## src/rtl/pic_pkg.sv

```systemverilog
// Shared types and helpers for the 8259-style priority controller.
//   ir_level_t  : 3-bit interrupt level index
//   pic_state_t : acknowledge sequencer states
//   rotate_vec  : rotates a request vector so that bit 0 holds the
//                 highest-priority level (lowest_prio + 1)
package pic_pkg;

  localparam int PIC_NUM_IR = 8;

  typedef logic [2:0] ir_level_t;

  typedef enum logic [1:0] {
    IDLE,
    PEND,
    ACK1,
    ACK2
  } pic_state_t;

  // Result bit i holds vec[lowest_prio + 1 + i] (mod 8), so the
  // lowest set bit of the result is the highest-priority request.
  function automatic logic [PIC_NUM_IR-1:0] rotate_vec(
    input logic [PIC_NUM_IR-1:0] vec,
    input ir_level_t             lowest_prio
  );
    logic [PIC_NUM_IR-1:0] r;
    ir_level_t             src;
    for (int i = 0; i < PIC_NUM_IR; i++) begin
      src  = lowest_prio + ir_level_t'(i + 1);
      r[i] = vec[src];
    end
    return r;
  endfunction

endpackage

```

## src/rtl/pic_priority_resolver.sv

```systemverilog
// Combinational priority resolver.
//   vec         : input request/in-service vector
//   lowest_prio : level currently holding the lowest priority
//   valid       : at least one bit of vec is set
//   index       : level of the highest-priority set bit
module pic_priority_resolver
  import pic_pkg::*;
(
  input  logic [PIC_NUM_IR-1:0] vec,
  input  ir_level_t             lowest_prio,
  output logic                  valid,
  output ir_level_t             index
);

  logic [PIC_NUM_IR-1:0] rot;
  ir_level_t             pos;

  // Scan downwards so the lowest set rotated position is the one kept.
  always_comb begin
    rot   = rotate_vec(vec, lowest_prio);
    pos   = '0;
    valid = 1'b0;
    for (int i = PIC_NUM_IR - 1; i >= 0; i--) begin
      if (rot[i]) begin
        pos   = ir_level_t'(i);
        valid = 1'b1;
      end
    end
  end

  // Undo the rotation to recover the absolute level.
  assign index = lowest_prio + 3'd1 + pos;

endmodule

```

## src/rtl/pic_priority_controller.sv

```systemverilog
// 8259-style interrupt sequencer: resolves masked requests against the
// in-service register, raises INT, runs the two-pulse INTA handshake,
// drives the vector byte and handles normal/specific/automatic EOI with
// optional priority rotation.
//   clk, rst_n     : clock, asynchronous active-low reset
//   irr            : masked pending requests
//   inta_n         : CPU acknowledge (active low, synchronous)
//   eoi_valid      : one-cycle EOI strobe
//   eoi_specific   : 1 = clear eoi_level, 0 = clear highest in-service
//   eoi_level      : target level of a specific EOI
//   rotate_on_eoi  : cleared level becomes lowest priority
//   auto_eoi       : clear ISR bit when the second INTA ends
//   vector_base    : upper five bits of the vector byte
//   int_out        : interrupt request to the CPU
//   clear_irr      : one-cycle clear pulse for the acknowledged request
//   freeze         : high from first INTA until second INTA completes
//   isr            : in-service register
//   data_out       : vector byte, data_out_en its bus drive enable
module pic_priority_controller
  import pic_pkg::*;
#(
  parameter int NUM_IR      = 8,
  parameter int SPURIOUS_IR = 7
) (
  input  logic              clk,
  input  logic              rst_n,
  input  logic [NUM_IR-1:0] irr,
  input  logic              inta_n,
  input  logic              eoi_valid,
  input  logic              eoi_specific,
  input  logic [2:0]        eoi_level,
  input  logic              rotate_on_eoi,
  input  logic              auto_eoi,
  input  logic [4:0]        vector_base,
  output logic              int_out,
  output logic [NUM_IR-1:0] clear_irr,
  output logic              freeze,
  output logic [NUM_IR-1:0] isr,
  output logic [7:0]        data_out,
  output logic              data_out_en
);

  pic_state_t        state_q, state_d;
  logic              int_q, int_d, freeze_q, freeze_d, den_q, den_d;
  logic              gen_q, gen_d, inta_n_q;
  logic [NUM_IR-1:0] clr_q, clr_d, isr_q, isr_d, set_mask, clr_mask;
  logic [7:0]        dout_q, dout_d;
  ir_level_t         lp_q, lp_d, lvl_q, lvl_d;

  logic              cand_valid, blk_valid, eligible, inta_fall, inta_rise;
  ir_level_t         cand_idx, blk_idx, cand_rank, blk_rank;

  pic_priority_resolver u_irr_res (
    .vec         (irr),
    .lowest_prio (lp_q),
    .valid       (cand_valid),
    .index       (cand_idx)
  );

  pic_priority_resolver u_isr_res (
    .vec         (isr_q),
    .lowest_prio (lp_q),
    .valid       (blk_valid),
    .index       (blk_idx)
  );

  // Rank 0 is the highest priority (level lowest_prio + 1).
  assign cand_rank = cand_idx - lp_q - 3'd1;
  assign blk_rank  = blk_idx - lp_q - 3'd1;
  assign eligible  = cand_valid & (~blk_valid | (cand_rank < blk_rank));
  assign inta_fall = inta_n_q & ~inta_n;
  assign inta_rise = ~inta_n_q & inta_n;

  always_comb begin
    state_d  = state_q;
    int_d    = int_q;
    clr_d    = '0;
    freeze_d = freeze_q;
    dout_d   = dout_q;
    den_d    = den_q;
    lp_d     = lp_q;
    lvl_d    = lvl_q;
    gen_d    = gen_q;
    set_mask = '0;
    clr_mask = '0;

    case (state_q)
      IDLE: begin
        if (eligible) begin
          int_d   = 1'b1;
          state_d = PEND;
        end
      end
      PEND: begin
        if (inta_fall) begin
          int_d    = 1'b0;
          freeze_d = 1'b1;
          state_d  = ACK1;
          if (eligible) begin
            lvl_d    = cand_idx;
            gen_d    = 1'b1;
            set_mask = NUM_IR'(1) << cand_idx;
            clr_d    = NUM_IR'(1) << cand_idx;
          end else begin
            // Request withdrawn before acknowledge: report spurious level.
            lvl_d = ir_level_t'(SPURIOUS_IR);
            gen_d = 1'b0;
          end
        end else if (!eligible) begin
          int_d   = 1'b0;
          state_d = IDLE;
        end
      end
      ACK1: begin
        if (inta_fall) begin
          dout_d  = {vector_base, lvl_q};
          den_d   = 1'b1;
          state_d = ACK2;
        end
      end
      ACK2: begin
        if (inta_rise) begin
          den_d    = 1'b0;
          freeze_d = 1'b0;
          state_d  = IDLE;
          if (auto_eoi && gen_q) begin
            clr_mask = NUM_IR'(1) << lvl_q;
            if (rotate_on_eoi) lp_d = lvl_q;
          end
        end
      end
      default: state_d = IDLE;
    endcase

    // EOI works on the pre-update ISR; an ISR set in the same cycle wins.
    if (eoi_valid) begin
      if (eoi_specific) begin
        if (isr_q[eoi_level]) begin
          clr_mask = clr_mask | (NUM_IR'(1) << eoi_level);
          if (rotate_on_eoi) lp_d = eoi_level;
        end
      end else if (blk_valid) begin
        clr_mask = clr_mask | (NUM_IR'(1) << blk_idx);
        if (rotate_on_eoi) lp_d = blk_idx;
      end
    end

    isr_d = (isr_q & ~clr_mask) | set_mask;
  end

  always_ff @(posedge clk or negedge rst_n) begin
    if (!rst_n) begin
      state_q  <= IDLE;
      int_q    <= 1'b0;
      clr_q    <= '0;
      freeze_q <= 1'b0;
      isr_q    <= '0;
      dout_q   <= '0;
      den_q    <= 1'b0;
      lp_q     <= 3'd7;
      lvl_q    <= '0;
      gen_q    <= 1'b0;
      inta_n_q <= 1'b1;
    end else begin
      state_q  <= state_d;
      int_q    <= int_d;
      clr_q    <= clr_d;
      freeze_q <= freeze_d;
      isr_q    <= isr_d;
      dout_q   <= dout_d;
      den_q    <= den_d;
      lp_q     <= lp_d;
      lvl_q    <= lvl_d;
      gen_q    <= gen_d;
      inta_n_q <= inta_n;
    end
  end

  assign int_out     = int_q;
  assign clear_irr   = clr_q;
  assign freeze      = freeze_q;
  assign isr         = isr_q;
  assign data_out    = dout_q;
  assign data_out_en = den_q;

endmodule

```

## config.mk

```make
export PLATFORM = sky130hd
export DESIGN_NAME = pic_priority_controller
export DESIGN_NICKNAME = d
export VERILOG_FILES = /design/src/rtl/pic_pkg.sv /design/src/rtl/pic_priority_resolver.sv /design/src/rtl/pic_priority_controller.sv
export SDC_FILE = /design/constraint.sdc
export NUM_CORES = 1
export LEC_CHECK = 0
export BUFFER_PORTS_ARGS = -buffer_cell sky130_fd_sc_hd__buf_2
export CORE_ASPECT_RATIO = 1.1
export CORE_MARGIN = 2
export CORE_UTILIZATION = 40
export CTS_BUF_LIST = sky130_fd_sc_hd__clkbuf_8
export CTS_CLUSTER_DIAMETER = 120
export DETAILED_ROUTE_END_ITERATION = 16
export HOLD_SLACK_MARGIN = 0.08
export PLACE_DENSITY_LB_ADDON = 0.08
export SLEW_MARGIN = 40
export SYNTH_ARGS = -nofsm -noshare
export SYNTH_HDL_FRONTEND = slang
export SYNTH_SLANG_ARGS = --single-unit
```

## constraint.sdc

```tcl
create_clock -name clk -period 7.65 [get_ports clk]
set_input_delay 1.53 -clock clk [delete_from_list [all_inputs] [get_ports clk]]
set_output_delay 1.53 -clock clk [all_outputs]
set_load 0.005 [all_outputs]
```

Word level (Yosys, flattened, before mapping). Index checks and enable logic that the tools add are counted.

Bits in registers: 37. Bits in latches: 0. Bits in writable memories: 0. Bits in read-only memories: 0. Input port bits: 23. Output and inout bits: 27. Word-level logic and storage cells: 171. Memories: 0.

Add/subtract/negate cells: 13. $mul: 0. Div/mod/pow operators: 0. Magnitude comparators: 10. Equality and inequality tests: 8. Shift-type cells: 4. Mux-type cells: 102. Bitwise logic cells: 12. Reduce and logical (&&, ||, !) cells: 11.

Operator list (count): 3-bit 2-to-1 mux (27); 8-bit 2-to-1 mux (10); 1-bit binary-select mux with 3-bit select (17); 1-bit 2-to-1 mux (39); 3-bit by 4-bit < comparator with 1-bit output, second input constant (9); 1-bit by 3-bit << shifter with 8-bit output, first input constant (4); 8-bit bitwise OR (3); 3-bit adder, second input constant (4); 2-bit 2-to-1 mux (5); 3-bit AND reduction (3); 8-bit bitwise AND (1); 2-bit != test, second input constant (4); 8-bit inverter (1); 2-bit case mux with 4 select lines (1); 3-bit by 2-bit adder with 3-bit output, second input constant (2); 3-bit adder (2); 1-bit case mux with 2 select lines (3); 2-bit nonzero test (3); 3-bit by 1-bit subtractor with 3-bit output, second input constant (2); 3-bit subtractor (2); 2-bit == test, second input constant (2); 2-bit AND reduction (2); 4-bit AND reduction (1); 3-bit by 1-bit adder with 3-bit output, second input constant (1); other kinds (8) (12).

Longest topological paths before layout.
Word-level depth: 20. Mapped depth: 25.

By module. Synthesis repeated with hierarchy kept, for this count alone.

Cell total of the unflattened synthesis: 321. Area, all modules: 3353.2 um2.

By module, submodules not included: pic_priority_controller (instances 1, cells each 196, area an instance 2031.9 um2); pic_priority_resolver at u_isr_res (instances 1, cells each 62, area an instance 678.2 um2); pic_priority_resolver at u_irr_res (instances 1, cells each 63, area an instance 643.1 um2).

Worst setup path after synthesis. OpenSTA, ideal clock, no wires.

Path kind: flip-flop to flip-flop. Start: reg lp_q[1]. End: reg isr_q[1], in the netlist isr[1]. Setup time: 0.101 ns. Arrival: 5.622 ns. Required time: 7.549 ns. Path slack: 1.928 ns. Cell stages (with the launch flop): 24. Path buffers: 2. Period minus slack after synthesis: 5.722 ns. Path through: dfstp_2 clkbuf_1 inv_1 ha_1 buf_6 mux4_1 mux2_2 o21ai_0 a22o_1 o21ai_0 nand2_1 and2_1 ha_1 inv_1 fa_1 inv_1 fa_1 xnor2_1 xnor2_1 ha_1 a21o_1 a221o_1 or3_4 o32ai_1.

Longest elaborated chain between the ends: 20. Elaborated cells between the ends (all ways): 93.

RTL lines: from (decl) (line pic_priority_controller.sv:48) `ir_level_t lp_q, lp_d, lvl_q, lvl_d;`; from (signal assigned) (line pic_priority_controller.sv:172) `lp_q <= lp_d;`; 3-bit adder / 1-bit binary-select mux with 3-bit select (equally long branches) (line pic_pkg.sv:28, pic_pkg.sv:29); 1-bit binary-select mux with 3-bit select / 1-bit 2-to-1 mux (equally long branches) (line pic_pkg.sv:29) `r[i] = vec[src];`; 1-bit 2-to-1 mux (not written as such) / 3-bit 2-to-1 mux (equally long branches) (line pic_pkg.sv:29, pic_priority_resolver.sv:24); 3-bit 2-to-1 mux (7 in series) (line pic_priority_resolver.sv:24) `if (rot[i]) begin`; 3-bit adder (line pic_priority_resolver.sv:32) `assign index = lowest_prio + 3'd1 + pos;`; 3-bit subtractor, on equally long branches (line pic_priority_controller.sv:68, pic_priority_controller.sv:69); 3-bit by 1-bit subtractor with 3-bit output, on equally long branches (line pic_priority_controller.sv:68, pic_priority_controller.sv:69); 3-bit < comparator (line pic_priority_controller.sv:70) `assign eligible = cand_valid & (~blk_valid | (cand_rank < blk_rank));`; 1-bit bitwise OR (line pic_priority_controller.sv:70); 1-bit bitwise AND (line pic_priority_controller.sv:70); 8-bit 2-to-1 mux (line pic_priority_controller.sv:99) `if (eligible) begin`; 8-bit 2-to-1 mux (line pic_priority_controller.sv:95) `if (inta_fall) begin`; 8-bit 2-to-1 mux (line pic_priority_controller.sv:87) `case (state_q)`; 8-bit bitwise OR * (line pic_priority_controller.sv:148) `isr_d = (isr_q & ~clr_mask) | set_mask;`; net isr_d[1] (line pic_priority_controller.sv:46) `logic [NUM_IR-1:0] clr_q, clr_d, isr_q, isr_d, set_mask, clr_mask;`; to (signal assigned) (line pic_priority_controller.sv:169) `isr_q <= isr_d;`; to (decl) (line pic_priority_controller.sv:46).

The timed path passes the listed nets; every way through them passes the cells marked *. The select of a mux whose other input is x is not followed. A chain may end at the register's enable or synchronous reset.

Final worst setup path.
Start: reg lp_q[0]. End: reg isr_q[1], in the netlist isr[1].

The elaborated chain is that of the path after synthesis.

==> summary.md <==
The total routing usage reported by global routing was 19.6%. The run gives 0 as the final number of setup-violating endpoints. The worst hold path belongs to the class reg2reg. The fraction of post-synthesis cell area in the top cell type by area was 26.2%; the cell count after synthesis was 303. Final critical-path required period: 6.70 ns. Yosys instantiated no cell more often than dfrtp_1.

The clock slew at the register clock pins of the worst setup and hold paths came out at 0.08 ns. For the iteration-0 DRC count of the detailed router, the log shows 108. By area the synthesized netlist is led by dfrtp_1 26%, mux4_2 13%, mux2i_1 6.0%.

CTS placed an instance of clkbuf_8 at the clock tree root. The final routed wirelength across all metal layers was 8210 um. The count of final max-slew check failures is 0, and the reported max-cap violation count is 0.

The run gives 13100 um as the global-route wire length before repair. The routed wirelength normalized by instance count was 18.1 um; the via count of the first global-routing pass was 2573. Entering global routing, the biggest net connects 38 pins. Portion of the post-synthesis area used by sequential elements: 29.5%. The pre-antenna-repair detailed-routing pass consisted of 5 iterations. The run finished with clean final reports. Clock tree synthesis inserted a total of 5 buffers. 50 I/O pins were placed. The total via count after detailed routing is 2598, and the total of warnings raised by yosys is 0. Post-detailed-route DRC marker count: 0. From left edge to right edge, the die measures 88.6 um.

TritonCTS built the clock tree. The logs give 0 ns for the setup TNS after final layout and 2 for the maximum buffer depth of the clock tree. The cell that appears most often on the critical path is ha_1.

The run gives 0 as the number of antenna violations at the first check in global routing. The run gives 8610 sq um as the area of the die. The detail-routed via count per cell is 5.72, and the post-synthesis net count is 338. The tools report the initial cell density of the core as 41.7%.

At the pin with the least slew margin, the transition time is 0.757 ns. The category of the critical setup timing path is reg2reg. The worst hold path begins at gen_q. The flip-flop and latch count after synthesis is 37. In this run the core area contains 33 standard-cell rows. Clock latency on the worst-skew pair, taken at its later pin, is 0.29 ns. Summing every instance area after synthesis gives 3150 sq um. In this run, post-CTS repair resized a total of 0 instances. The ratio of cells with drive above 1 in the final layout came out at 31.8%.

Main flop type after synthesis: dfrtp_1. The final critical-path share of the clock period works out to 87.5%. The number of buffer and inverter stages on the critical path is 3, and the height of the die is 97.1 um.

The placed wire-length estimate is 6170 um, and the area growth from synthesis to final layout is 13.4%. Of all nets on the critical path, the largest fanout is 21. Antenna diode count: 0. After synthesis, the share of flip-flops with an asynchronous set or reset is 100%.

For the count of cell types in the netlist, the log shows 58. Master of the slowest instance on the critical path: dfstp_2. The clock sink count was 37; the biggest cell delay along the critical path was 0.91 ns. The run gives 2 as the H-tree depth. Number of input and output port buffers inserted: 49. In this run the critical register-to-register path is launched from lp_q[0].

After the last flow step, the layout net total stands at 383. Once detail routing completed, the nets flagged for antenna violations numbered 0. Data on the critical path is required at its endpoint by 7.82 ns. In this run the worst setup path begins at lp_q[0].

For this design, the CTS-stage hold fixing added 0 buffers. The synthesized design spends more area on one cell type than any other, namely dfrtp_1. The tools report the critical path endpoint category as a flip-flop. Routability-driven placement finished with a final weighted congestion of 0.807. After filler insertion, the fill cell instance count of the layout stands at 717. The worst pin sits at a relative slew slack of 49.5%.

Traced cell by cell, the critical path runs through inv_2, ha_1, mux4_1, mux2_2, o21ai_0, a22o_1, o21ai_0, nand2_1, and2_1, ha_1, inv_1, fa_1, inv_1, fa_1, xnor2_1, xnor2_1, ha_1, a21o_1, a221o_1, or3_4, o32ai_1. The category of the worst setup path launch point is a flip-flop. The logs give 7560 sq um for the area inside the core boundary and 0 for the final number of hold-violating endpoints. The leftover overflow at the end of global routing came out at 0. Counting instances in the post-synthesis netlist gives the leading cell types as 33 x dfrtp_1, 27 x nand2_1, 19 x mux2i_1, 18 x mux4_2, 18 x nor2_1.

For the final database, setup skew stands at 0.00620 ns. Setup repair after global routing left no endpoint under its margin. The mean post-synth cell area came out at 10.4 sq um.

On the critical path the largest part of the delay comes from adder cells. STA puts the critical path data arrival time at 6.87 ns. The synthesized design contains 0 enable-type register cells.

The top achievable clock speed is 149 MHz, and the number of buffers inserted to repair setup after CTS is 0.
-- path summary, 6_finish.rpt --
path / slack [ns] / depth (start not counted) / to
max in group asynchronous: 6.10 / 1 / lp_q[0]
min in group asynchronous: 1.19 / 1 / state_q[0]
worst min-delay path: 0.49 / 2 / gen_q
worst min register to register: 0.49 / 2 / gen_q
worst max-delay path: 0.95 / 21 / isr[1]
worst max register to register: 0.95 / 21 / isr[1]
-- metal layers --
layer  vias up  routed length, um  track usage, %
li1       1238                  -               -
met2        80               4120            32.3
met4         0                 77            5.01
met1      1272               3660            27.0
met5         -                  0               0
met3         8                355            2.80
-- logic make-up (layout without fill, tap and decap cells) --
logic type | Yosys count | count (layout) | share of synthesized area (%)
mux | 54 | 54 | 25.9
simple gates | 104 | 104 | 17.1
buf+inv | 22 | 68 | 3.65
fa+ha+maj | 12 | 12 | 5.72
xor+xnor | 11 | 11 | 3.77
compound gates | 63 | 63 | 14.3
flops | 37 | 37 | 29.5
-- metrics by stage --
| step | instance area [sq um] | utilization, % | instances | hold slack, ns | setup slack (ns) |
|---|---|---|---|---|---|
| 2_1_floorplan | 3150 | - | 303 | 0.445 | 1.93 |
| 3_3_place_gp | 3450 | 45.7 | 446 | 0.473 | 1.05 |
| 3_5_place_dp | 3450 | 45.7 | 446 | 0.470 | 0.955 |
| 4_1_cts | 3570 | 47.3 | 454 | 0.492 | 0.932 |
| 5_1_grt | 3570 | 47.3 | 454 | 0.502 | 0.494 |
| 6_report | 3570 | 47.3 | 454 | 0.492 | 0.952 |
-- registers in the layout (all words and copies together), names as in the netlist, named ones only --
register and cells:
gen_q 1, state_q 1, data_out 8, data_out_en 1, int_out 1, lp_q 3, freeze 1, isr 8
clear_irr 8, lvl_q 3, inta_n_q 1
-- cell usage in the layout, fill, tap and decap left out, drive strengths merged, types with 2 or more instances in the layout --
master   instances
xnor2            6
buf             49
mux2i           21
nor2            18
a211oi           2
o32ai            6
o311ai           2
or3              6
mux2            14
nand3            7
a221o            2
o22a             3
or2              2
dfrtp           33
nand2b          11
xor2             5
nand2           28
o22ai            5
a22o             2
a21oi           11
and3             2
inv             12
a2bb2oi          2
mux4            19
o21ai           13
a21o             2
clkbuf           6
ha               8
nand4            7
o211ai           2
dfstp            4
nor2b            5
fa               4
nor3            10
o21a             3
and2             4
o21ba            4
-- final cells by class --
type | count | area (sq um) | area share (%)
Multi-Input combinational cell | 244 | 2110 | 58.9
Clock inverter | 2 | 33.8 | 0.945
Tap cell | 105 | 131 | 3.68
Sequential cell | 37 | 931 | 26.1
Clock buffer | 6 | 82.6 | 2.31
Inverter | 11 | 41.3 | 1.16
Timing Repair Buffer | 49 | 248 | 6.93
-- worst min-delay path, cell delays in order, from the launching register on --
cell	delay (ns)
dfrtp_1	0.36
nand2_1	0.05
nand2_1	0.05
Power is not shown: default switching activity piles up to over one toggle a cycle in this logic, so the estimate is an artifact.
